**config.mk**
```make
export PLATFORM = sky130hd
export DESIGN_NAME = truth_table_extractor_flat
export DESIGN_NICKNAME = d
export VERILOG_FILES = /design/src/rtl/truth_table_extractor_pkg.sv /design/src/rtl/truth_table_extractor_if.sv /design/src/rtl/truth_table_extractor_settle_timer.sv /design/src/rtl/truth_table_extractor.sv /design/src/flat_wrapper.sv
export SDC_FILE = /design/constraint.sdc
export NUM_CORES = 1
export LEC_CHECK = 0
export CAP_MARGIN = 15
export CORE_MARGIN = 8
export CORE_UTILIZATION = 55
export CTS_CLUSTER_SIZE = 24
export DETAILED_ROUTE_END_ITERATION = 7
export MAX_ROUTING_LAYER = met4
export PLACE_DENSITY = 0.87
export SYNTH_ARGS = -nofsm -noshare
export SYNTH_HDL_FRONTEND = slang
export SYNTH_SLANG_ARGS = --single-unit
export TNS_END_PERCENT = 10
```
**constraint.sdc**
```tcl
create_clock -name clk -period 2.7 [get_ports clk]
set_clock_uncertainty 0.1 [all_clocks]
set_input_delay 0.27 -clock clk [delete_from_list [all_inputs] [get_ports clk]]
set_output_delay 0.27 -clock clk [all_outputs]
set_load 0.05 [all_outputs]
```
**src/rtl/truth_table_extractor_pkg.sv**
```systemverilog
// Shared types and constants for the truth-table extractor.
// Table width helper plus the 3-input AND reference table.
package tt_pkg;

    typedef enum logic [1:0] {
        ST_IDLE   = 2'd0,
        ST_RUN    = 2'd1,
        ST_RESULT = 2'd2
    } tt_state_e;

    localparam logic [7:0] AND3_TT = 8'h80;

    function automatic int unsigned tt_width(input int unsigned n_in);
        return 32'd1 << n_in;
    endfunction

endpackage

```
**src/rtl/truth_table_extractor_if.sv**
```systemverilog
// Extractor-to-bench bundle: sweep handshake, DUT drive/observe and result.
// master = extractor side, slave = stimulus/consumer side.
interface truth_table_extractor_if
    import tt_pkg::*;
#(
    parameter int unsigned N_IN = 3
) ();

    localparam int unsigned TT_W = tt_width(N_IN);

    logic            start;
    logic            busy;
    logic [N_IN-1:0] dut_in;
    logic            dut_out;
    logic [TT_W-1:0] tt;
    logic            unstable;
    logic            result_valid;
    logic            result_ready;

    modport master (
        input  start,
        input  dut_out,
        input  result_ready,
        output busy,
        output dut_in,
        output tt,
        output unstable,
        output result_valid
    );

    modport slave (
        output start,
        output dut_out,
        output result_ready,
        input  busy,
        input  dut_in,
        input  tt,
        input  unstable,
        input  result_valid
    );

endinterface

```
**src/rtl/truth_table_extractor_settle_timer.sv**
```systemverilog
// Per-vector hold counter: pulses on the last settle cycle and keeps
// a one-cycle-old copy of dut_out for the instability check.
module settle_timer #(
    parameter int unsigned SETTLE_CYCLES = 2
) (
    input  logic clk,
    input  logic rst,
    input  logic enable,
    input  logic dut_out,
    output logic sample_pulse,
    output logic prev_dut_out
);

    localparam int unsigned     HOLD_W    = 4;
    localparam logic [HOLD_W-1:0] HOLD_LAST = HOLD_W'(SETTLE_CYCLES);

    logic [HOLD_W-1:0] hold_q;
    logic              prev_q;

    assign sample_pulse = enable && (hold_q == HOLD_LAST);
    assign prev_dut_out = prev_q;

    always_ff @(posedge clk) begin
        if (rst) begin
            hold_q <= '0;
            prev_q <= 1'b0;
        end else begin
            prev_q <= dut_out;
            if (!enable || sample_pulse) begin
                hold_q <= '0;
            end else begin
                hold_q <= hold_q + HOLD_W'(1);
            end
        end
    end

endmodule

```
**src/rtl/truth_table_extractor.sv**
```systemverilog
// Walks all 2**N_IN input vectors of a combinational block, samples its
// output after a settle window and returns the packed truth table.
module truth_table_extractor
    import tt_pkg::*;
#(
    parameter int unsigned N_IN          = 3,
    parameter int unsigned SETTLE_CYCLES = 2
) (
    input  logic                    clk,
    input  logic                    rst,
    truth_table_extractor_if.master bus
);

    localparam int unsigned TT_W     = tt_width(N_IN);
    localparam int unsigned VEC_W    = N_IN + 1;
    localparam logic [VEC_W-1:0] VEC_LAST = VEC_W'(TT_W - 1);
    localparam bit          CHECK_EN = (SETTLE_CYCLES != 0);

    tt_state_e        state_q;
    logic [VEC_W-1:0] vec_q;
    logic [TT_W-1:0]  tt_q;
    logic             unstable_q;
    logic             busy_q;
    logic             valid_q;

    logic sample_pulse;
    logic prev_dut_out;

    settle_timer #(
        .SETTLE_CYCLES(SETTLE_CYCLES)
    ) u_settle_timer (
        .clk          (clk),
        .rst          (rst),
        .enable       (state_q == ST_RUN),
        .dut_out      (bus.dut_out),
        .sample_pulse (sample_pulse),
        .prev_dut_out (prev_dut_out)
    );

    // Sweep controller; vec_q carries one spare bit so the terminal compare is exact.
    always_ff @(posedge clk) begin
        if (rst) begin
            state_q    <= ST_IDLE;
            vec_q      <= '0;
            tt_q       <= '0;
            unstable_q <= 1'b0;
            busy_q     <= 1'b0;
            valid_q    <= 1'b0;
        end else begin
            case (state_q)
                ST_IDLE: begin
                    if (bus.start) begin
                        state_q    <= ST_RUN;
                        vec_q      <= '0;
                        tt_q       <= '0;
                        unstable_q <= 1'b0;
                        busy_q     <= 1'b1;
                    end
                end
                ST_RUN: begin
                    if (sample_pulse) begin
                        tt_q[vec_q[N_IN-1:0]] <= bus.dut_out;
                        if (CHECK_EN && (bus.dut_out != prev_dut_out)) begin
                            unstable_q <= 1'b1;
                        end
                        if (vec_q == VEC_LAST) begin
                            state_q <= ST_RESULT;
                            vec_q   <= '0;
                            busy_q  <= 1'b0;
                            valid_q <= 1'b1;
                        end else begin
                            vec_q <= vec_q + VEC_W'(1);
                        end
                    end
                end
                ST_RESULT: begin
                    if (bus.result_ready) begin
                        state_q <= ST_IDLE;
                        valid_q <= 1'b0;
                    end
                end
                default: begin
                    state_q <= ST_IDLE;
                end
            endcase
        end
    end

    assign bus.busy         = busy_q;
    assign bus.dut_in       = vec_q[N_IN-1:0];
    assign bus.tt           = tt_q;
    assign bus.unstable     = unstable_q;
    assign bus.result_valid = valid_q;

endmodule

```
**src/flat_wrapper.sv**
```systemverilog
// flat-port wrapper written by rule: the top's interface ports become plain ports
module truth_table_extractor_flat import tt_pkg::*;
#(
    parameter int unsigned N_IN          = 3,
    parameter int unsigned SETTLE_CYCLES = 2
)
  (clk, rst, bus_start, bus_dut_out, bus_result_ready, bus_busy, bus_dut_in, bus_tt, bus_unstable, bus_result_valid);
  truth_table_extractor_if #(.N_IN(N_IN)) bus_i ();
  input  logic clk;
  input  logic rst;
  input wire logic [$bits(bus_i.start)-1:0] bus_start;
  input wire logic [$bits(bus_i.dut_out)-1:0] bus_dut_out;
  input wire logic [$bits(bus_i.result_ready)-1:0] bus_result_ready;
  output wire logic [$bits(bus_i.busy)-1:0] bus_busy;
  output wire logic [$bits(bus_i.dut_in)-1:0] bus_dut_in;
  output wire logic [$bits(bus_i.tt)-1:0] bus_tt;
  output wire logic [$bits(bus_i.unstable)-1:0] bus_unstable;
  output wire logic [$bits(bus_i.result_valid)-1:0] bus_result_valid;
  assign bus_i.start = bus_start;
  assign bus_i.dut_out = bus_dut_out;
  assign bus_i.result_ready = bus_result_ready;
  assign bus_busy = bus_i.busy;
  assign bus_dut_in = bus_i.dut_in;
  assign bus_tt = bus_i.tt;
  assign bus_unstable = bus_i.unstable;
  assign bus_result_valid = bus_i.result_valid;
  truth_table_extractor #(.N_IN(N_IN), .SETTLE_CYCLES(SETTLE_CYCLES)) u_core (.clk(clk), .rst(rst), .bus(bus_i));
endmodule
```
==> flow_metrics.tcl, run 1 <==
set metrics [dict create \
    cts_made_buffers 3 \
    critPathLaunch "u_core.vec_q[0]$_SDFFE_PP0P_" \
    peakVddDrop_uv 289 \
    cts-root-buf "clkbuf_4" \
    multiInputGateArea_um2 602 \
    yosysWarnings 0 \
    hp-class "flop to flop" \
    seqCellArea_um2 440 \
    synthesis.nets 138 \
    power_density_nw_per_um2 421 \
    async_flop_share 0 \
    synthCells 130 \
    place_ws_ns 0.809 \
    r2r_setup_slack_ns 0.92 \
    drt_iter0_drc 35 \
    worst_hold_slack_ns 0.382 \
    areaGrowthSynthToFinish_pct 17.8 \
    routedWlPerCell_um 14.8 \
    route.detailed.drc 0 \
    critPathCaptureType "output port" \
    drt_first_pass_iters 4 \
    cts_htree_levels 1 \
    crit_type "flop to output port" \
    cp_num_buf_inv 1 \
    slew_viol_final 0 \
    avgSynthCellArea_um2 8.55 \
    final.min_clock_period_ns 2.20 \
    nets 153 \
    syn-cell-area_um2 1110 \
    rows 16 \
    rr_startpoint "u_core.state_q[0]$_SDFFE_PP0P_" \
    seq_area_frac_synth 0.396 \
    cts_buffer_depth 2 \
    slowest_delay_ns 0.90 \
    grt_pass1_wl_um 4140 \
    antenna_found_initial 0 \
    rsz0062_at_grt "false" \
    place_congestion 0.862 \
    synth_edf_count 0 \
    holdCritStartpoint "u_core.u_settle_timer.hold_q[0]$_SDFF_PP0_" \
    diodes 0 \
    yosysUniqueCellTypes 44 \
    tightest_slew_ns 0.526 \
    cts-resized-gates 0 \
    die-area_um2 3710 \
    postCtsSetupRepairBufs 0 \
    timing.fmax_ghz 0.454 \
    hold_viol_final 0 \
    start_util 0.572 \
    fill_cells 169 \
    layout-drive-gt1-share 0.0769 \
    fin_crit_sh 0.815 \
    dp_cells 167 \
    ant_nets 0 \
    overflow 0 \
    io-pin-count 19 \
    setup_viol 0 \
    endpoint "bus_dut_in[0]" \
    grt_usage 0.150 \
    clkSinkCount 22 \
    path_max_fanout 14 \
    clkSlewWorstSetupHoldPaths_ns 0.12 \
    cp_top_family "buffers and inverters" \
    drv_cap 0 \
    grt_max_degree 15 \
    cp.depth 1 \
    avgViaCountPerCell 5.57 \
    start_kind "flop" \
    r2r_end "u_core.bus.tt[4]$_SDFFE_PP0P_" \
    ff2ff_path_depth 4 \
    cts_tree "done" \
    arrival_ns 1.83 \
    dr_total_vias 947 \
    stdcell_count 170 \
    critical_path.cell_chain "clkdlybuf4s50_1" \
    clkLatencyLatePin_ns 0.31 \
    power_mw 0.552 \
    grt_pass1_vias 967 \
    p_leak_nw 0.455 \
    dp_hpwl_um 1890 \
    relSlewSlack 0.648 \
    drt-total-wl_um 2520 \
    slowest_stage "clkdlybuf4s50_1" \
    status "complete, no violations" \
    synth_flop_cell "dfxtp_1" \
    final.setup.tns_ns 0 \
    portBuffers 18 \
    cts_hold_buf 0 \
    die_height_um 60.9 \
    coreArea_um2 1940 \
    crit_required_ns 2.33 \
    die_x_um 60.9 \
    timing.final.ws_setup_ns 0.499 \
    ys_seq_elements 22 \
]
==> sequential cells by signal, summed over array words and instances (netlist names) <==
signal	count
u_core.bus.tt	8
u_core.u_settle_timer.hold_q	4
u_core.vec_q	4
u_core.state_q	2
u_core.bus.busy	1
u_core.bus.result_valid	1
u_core.bus.unstable	1
u_core.u_settle_timer.prev_dut_out	1
==> how the worst min path moves through the flow <==
stage | endpoint | slack (ns) | depth (start not counted)
after floorplan | u_core.u_settle_timer.prev_dut_out$_SDFF_PP0_ | 0.30 | 1
after global placement | u_core.u_settle_timer.hold_q[0]$_SDFF_PP0_ | 0.35 | 1
after detailed placement | u_core.u_settle_timer.hold_q[0]$_SDFF_PP0_ | 0.35 | 1
after CTS | u_core.u_settle_timer.hold_q[0]$_SDFF_PP0_ | 0.38 | 1
after global routing | u_core.u_settle_timer.hold_q[0]$_SDFF_PP0_ | 0.40 | 1
final | u_core.u_settle_timer.hold_q[0]$_SDFF_PP0_ | 0.38 | 1
==> Yosys cell counts, types with 2 or more instances <==
master     n  area (um^2)
nand2_1    9         33.8
clkbuf_1   4         15.0
o31ai_1    2         15.0
o21ai_0    4         20.0
nor2_1     8         30.0
or3_1      2         12.5
nand4_1    2         12.5
nor2b_1    4         25.0
buf_4      3         22.5
nand2b_1   9         56.3
nand3_1    4         20.0
dfxtp_1   22          440
xor2_1     2         17.5
a21o_1     3         22.5
a21oi_1   13         65.1
o21ai_1    5         25.0
ha_1       3         37.5
inv_1      5         18.8
==> stage by stage <==
step | util | cell area (um^2)
6_report | 0.674 | 1310
5_1_grt | 0.674 | 1310
4_1_cts | 0.674 | 1310
3_5_place_dp | 0.662 | 1290
3_3_place_gp | 0.662 | 1290
2_1_floorplan | - | 1110
==> area by class of cell <==
class                      count  share of cell area
clock buffer                   3              0.0172
inverter                       6              0.0172
multi-input combinational     93               0.460
sequential                    22               0.337
tap                           27              0.0258
timing repair buffer          19               0.143
==> layer usage <==
layer / vias up / track usage / wire length (um)
li1: 484 / - / -
met1: 431 / 0.162 / 1170
met2: 27 / 0.259 / 1210
met3: 5 / 0.0339 / 108
met4: 0 / 0.0565 / 32
met5: - / - / 0
==> kinds of logic (layout without fill, tap and decap cells) <==
family	Yosys count	after routing	synth area share
adders and majority gates	3	3	0.0338
DFF	22	22	0.396
buffers and inverters	15	28	0.0619
AOI/OAI and AO/OA	38	38	0.217
xor gates and xnor gates	3	3	0.0237
and+or+nand+nor	49	49	0.267
==> layout by cell type, fill, tap and decap left out, types with 2 or more instances in the layout <==
master,instances
o21ai_1,5
nand4_1,2
a21oi_1,13
nor2_1,8
nor2b_1,4
o21ai_0,4
dfxtp_1,22
o31ai_1,2
ha_1,3
a21o_1,3
clkdlybuf4s50_1,18
nand2_1,9
or3_1,2
xor2_1,2
nand3_1,4
inv_1,5
nand2b_1,9
clkbuf_4,3
==> report_power, final <==
part / total (mW) / switching, mW / internal (mW) / leakage (nW)
logic: 0.0629 / 0.0379 / 0.0251 / 0.263
clock network: 0.152 / 0.0996 / 0.0522 / 0.0138
registers: 0.337 / 0.00694 / 0.330 / 0.178
No activity file was read; power rests on OpenSTA's default activity.
==> inputs of run 2 (changes only) <==
- CORE_UTILIZATION: 55 -> 51
- PLACE_DENSITY: 0.87 -> 0.82
- clock period: 2.7 -> 2.1 ns (I/O delays scaled with it)
==> flow_metrics.tcl, run 2 (synthesis results as in run 1) <==
set metrics [dict create \
    cts_hold_buf 0 \
    tightest_slew_ns 0.511 \
    final_common_cell "dfxtp_1" \
    timing.fmax_ghz 0.518 \
    multiInputGateArea_um2 602 \
    rsz0062_at_grt "false" \
    die_height_um 62.7 \
    start_kind "flop" \
    fin_area_um2 1330 \
    postCtsSetupRepairBufs 0 \
    diodes 0 \
    ff2ff_path_depth 4 \
    route.detailed.drc 0 \
    hold_viol_final 0 \
    power_density_nw_per_um2 524 \
    status "complete, no violations" \
    io-pin-count 19 \
    cts-root-buf "clkbuf_4" \
    crit_required_ns 1.79 \
    place_congestion 0.931 \
    mostFrequentLayoutCells "22 x dfxtp_1, 16 x clkdlybuf4s50_1, 13 x a21oi_1" \
    final.min_clock_period_ns 1.93 \
    power_mw 0.697 \
    grt_pass1_vias 909 \
    path_max_fanout 12 \
    drt_first_pass_iters 4 \
    arrival_ns 1.62 \
    crit_type "flop to output port" \
    dp_hpwl_um 1830 \
    antenna_found_initial 0 \
    die-area_um2 3930 \
    fin_crit_sh 0.919 \
    cts_buffer_depth 2 \
    fill_cells 189 \
    setup_viol 0 \
    dr_total_vias 980 \
    grt_pass1_wl_um 3840 \
    ant_nets 0 \
    cts_made_buffers 3 \
    layout-drive-gt1-share 0.0897 \
    die_x_um 62.7 \
    p_leak_nw 0.503 \
    drt_iter0_drc 28 \
    hold_depth 1 \
    avgViaCountPerCell 5.66 \
    start_util 0.522 \
    seqCellArea_um2 440 \
    grt_max_degree 16 \
    grt_usage 0.121 \
    slew_viol_final 0 \
    relSlewSlack 0.659 \
    drt-total-wl_um 2360 \
    largest_reg_flops 8 \
    hp-class "flop to flop" \
    rows 17 \
    cts_htree_levels 1 \
    placed_area_um2 1300 \
    critPathCaptureType "output port" \
    portBuffers 18 \
    clkLatencyLatePin_ns 0.30 \
    nets 155 \
    areaGrowthSynthToFinish_pct 19.7 \
    routedWlPerCell_um 13.6 \
    cts-resized-gates 0 \
    clkSlewWorstSetupHoldPaths_ns 0.11 \
    cts_tree "done" \
    peakVddDrop_uv 387 \
    overflow 0 \
    coreArea_um2 2130 \
    final.setup.tns_ns 0 \
    drv_cap 0 \
    clkSinkCount 22 \
]
run 2: changes by cell type in the layout (fill, tap and decap cells not counted):
cell / change
buf_4: +2
clkdlybuf4s50_1: -2
dlymetal6s2s_1: +2
run 2: cell type report:
type | count | area share
inverters | 6 | 0.0169
flip-flops and latches | 22 | 0.331
well taps | 28 | 0.0263
multi-input cells | 93 | 0.452
repair buffers | 21 | 0.156
clock buffers | 3 | 0.0169
run 2: per-stage QoR:
stage | setup WS, ns | instances | utilization | hold WS, ns
after floorplan | 0.543 | 130 | - | 0.238
after global placement | 0.386 | 170 | 0.612 | 0.341
after detailed placement | 0.379 | 170 | 0.612 | 0.351
after CTS | 0.0375 | 173 | 0.623 | 0.378
after global routing | 0.100 | 173 | 0.625 | 0.391
final | 0.171 | 173 | 0.625 | 0.373
run 2: worst max-delay path, cell delays in order (launching register included):
cell	delay [ns]
dfxtp_1	0.32
buf_4	0.17
clkdlybuf4s50_1	0.82
run 2: worst paths after layout:
path | startpoint | slack (ns) | endpoint
max | u_core.vec_q[1]$_SDFFE_PP0P_ | 0.17 | bus_dut_in[1]
min | u_core.bus.tt[6]$_SDFFE_PP0P_ | 0.37 | u_core.bus.tt[6]$_SDFFE_PP0P_
max reg2reg | u_core.state_q[0]$_SDFFE_PP0P_ | 0.36 | u_core.bus.tt[4]$_SDFFE_PP0P_
min reg2reg | u_core.bus.tt[6]$_SDFFE_PP0P_ | 0.37 | u_core.bus.tt[6]$_SDFFE_PP0P_
run 2: report_power, final:
part,internal [mW],total (mW),switching [mW],leakage [nW]
clock network,0.0670,0.184,0.117,0.0138
registers,0.424,0.432,0.00767,0.178
logic,0.0326,0.0818,0.0492,0.311
total,0.524,0.697,0.174,0.503
run 2: metal layers:
| layer | wire length (um) | global-route usage |
|---|---|---|
| met5 | 0 | - |
| met4 | 44 | 0.0598 |
| met3 | 115 | 0.0358 |
| met1 | 1020 | 0.131 |
| met2 | 1180 | 0.198 |
==> inputs of run 3 (changes only) <==
- SKIP_LAST_GASP: default -> 1
==> flow_metrics.tcl, run 3 (synthesis results as in run 1) <==
set metrics [dict create \
    critPathLaunch "u_core.vec_q[2]$_SDFFE_PP0P_" \
    dp_hpwl_um 1830 \
    cp_top_family "buffers and inverters" \
    final.min_clock_period_ns 2.05 \
    endpoint "bus_dut_in[2]" \
    crit_type "flop to output port" \
    grt_pass1_vias 909 \
    drv_cap 0 \
    final.setup.tns_ns 0 \
    diodes 0 \
    hold_viol_final 0 \
    arrival_ns 1.74 \
    die_height_um 62.7 \
    cts-resized-gates 0 \
    areaGrowthSynthToFinish_pct 19.5 \
    die_x_um 62.7 \
    route.detailed.drc 0 \
    cts_htree_levels 1 \
    start_kind "flop" \
    rows 17 \
    grt_usage 0.121 \
    rr_startpoint "u_core.state_q[0]$_SDFFE_PP0P_" \
    relSlewSlack 0.659 \
    dr_total_vias 980 \
    cp.depth 1 \
    place_ws_ns 0.379 \
    p_leak_nw 0.485 \
    mostFrequentLayoutCells "22 x dfxtp_1, 17 x clkdlybuf4s50_1, 13 x a21oi_1" \
    grt_max_degree 16 \
    cp_num_buf_inv 1 \
    power_density_nw_per_um2 525 \
    clkSinkCount 22 \
    critical_path.cell_chain "clkdlybuf4s50_1" \
    coreArea_um2 2130 \
    drt-total-wl_um 2360 \
    cts_made_buffers 3 \
    slew_viol_final 0 \
    clkLatencyLatePin_ns 0.30 \
    slowest_stage "clkdlybuf4s50_1" \
    hp-class "flop to flop" \
    overflow 0 \
    timing.final.ws_setup_ns 0.0470 \
    setup_viol 0 \
    cts-root-buf "clkbuf_4" \
    nets 155 \
    cts_tree "done" \
    drt_iter0_drc 28 \
    rsz0062_at_grt "true" \
    layout-drive-gt1-share 0.0897 \
    grt_pass1_wl_um 3840 \
    clkSlewWorstSetupHoldPaths_ns 0.11 \
    final_common_cell "dfxtp_1" \
    critPathCaptureType "output port" \
    cts_hold_buf 0 \
    io-pin-count 19 \
    crit_required_ns 1.79 \
    timing.fmax_ghz 0.487 \
    drt_first_pass_iters 4 \
    r2r_setup_slack_ns 0.36 \
    largest_reg_flops 8 \
    cts_buffer_depth 2 \
    avgViaCountPerCell 5.66 \
    start_util 0.522 \
    routedWlPerCell_um 13.6 \
    worst_hold_slack_ns 0.373 \
    portBuffers 18 \
    tightest_slew_ns 0.511 \
    ff2ff_path_depth 4 \
    place_congestion 0.931 \
    slowest_delay_ns 0.88 \
    fin_util 0.624 \
    peakVddDrop_uv 387 \
    path_max_fanout 14 \
    power_mw 0.697 \
    postCtsSetupRepairBufs 0 \
    antenna_found_initial 0 \
    status "complete, no violations" \
    die-area_um2 3930 \
    ant_nets 0 \
    r2r_end "u_core.bus.tt[4]$_SDFFE_PP0P_" \
    fin_crit_sh 0.978 \
]
==> run 3: cell count changes in the layout (fill, tap and decap cells not counted) <==
cell | before | now
clkdlybuf4s50_1 | 16 | 17
dlymetal6s2s_1 | 2 | 1
==> run 3: final cells by class <==
type	count	area, um^2
Clock buffer	3	22.5
Timing Repair Buffer	21	205
Tap cell	28	35.0
Inverter	6	22.5
Multi-Input combinational cell	93	602
Sequential cell	22	440
Fill cell	189	800
==> run 3: routing by layer <==
metal,vias up,GRT usage,share of wire
li1,489,-,-
met1,456,0.131,0.43
met2,30,0.198,0.50
met3,5,0.0358,0.048
met4,0,0.0598,0.019
met5,-,-,0
==> run 3: worst min path at each step <==
stage / startpoint / endpoint / slack, ns / cells past startpoint
6_report: u_core.bus.tt[6]$_SDFFE_PP0P_ / u_core.bus.tt[6]$_SDFFE_PP0P_ / 0.37 / 1
5_1_grt: u_core.bus.tt[6]$_SDFFE_PP0P_ / u_core.bus.tt[6]$_SDFFE_PP0P_ / 0.39 / 1
4_1_cts: u_core.bus.tt[6]$_SDFFE_PP0P_ / u_core.bus.tt[6]$_SDFFE_PP0P_ / 0.38 / 1
3_5_place_dp: u_core.bus.tt[6]$_SDFFE_PP0P_ / u_core.bus.tt[6]$_SDFFE_PP0P_ / 0.35 / 1
3_3_place_gp: u_core.u_settle_timer.hold_q[0]$_SDFF_PP0_ / u_core.u_settle_timer.hold_q[0]$_SDFF_PP0_ / 0.34 / 1
2_1_floorplan: bus_dut_out / u_core.u_settle_timer.prev_dut_out$_SDFF_PP0_ / 0.24 / 1
==> run 3: report_power, final <==
group / internal [mW] / switching [mW] / total (mW) / leakage (nW)
logic: 0.0326 / 0.0491 / 0.0817 / 0.293
registers: 0.424 / 0.00768 / 0.432 / 0.178
clock network: 0.0670 / 0.117 / 0.184 / 0.0138
==> run 3: stage by stage <==
step | instance area (um^2) | cells
final | 1330 | 173
after CTS | 1330 | 173
after global routing | 1330 | 173
after global placement | 1300 | 170
after detailed placement | 1300 | 170
after floorplan | 1110 | 130
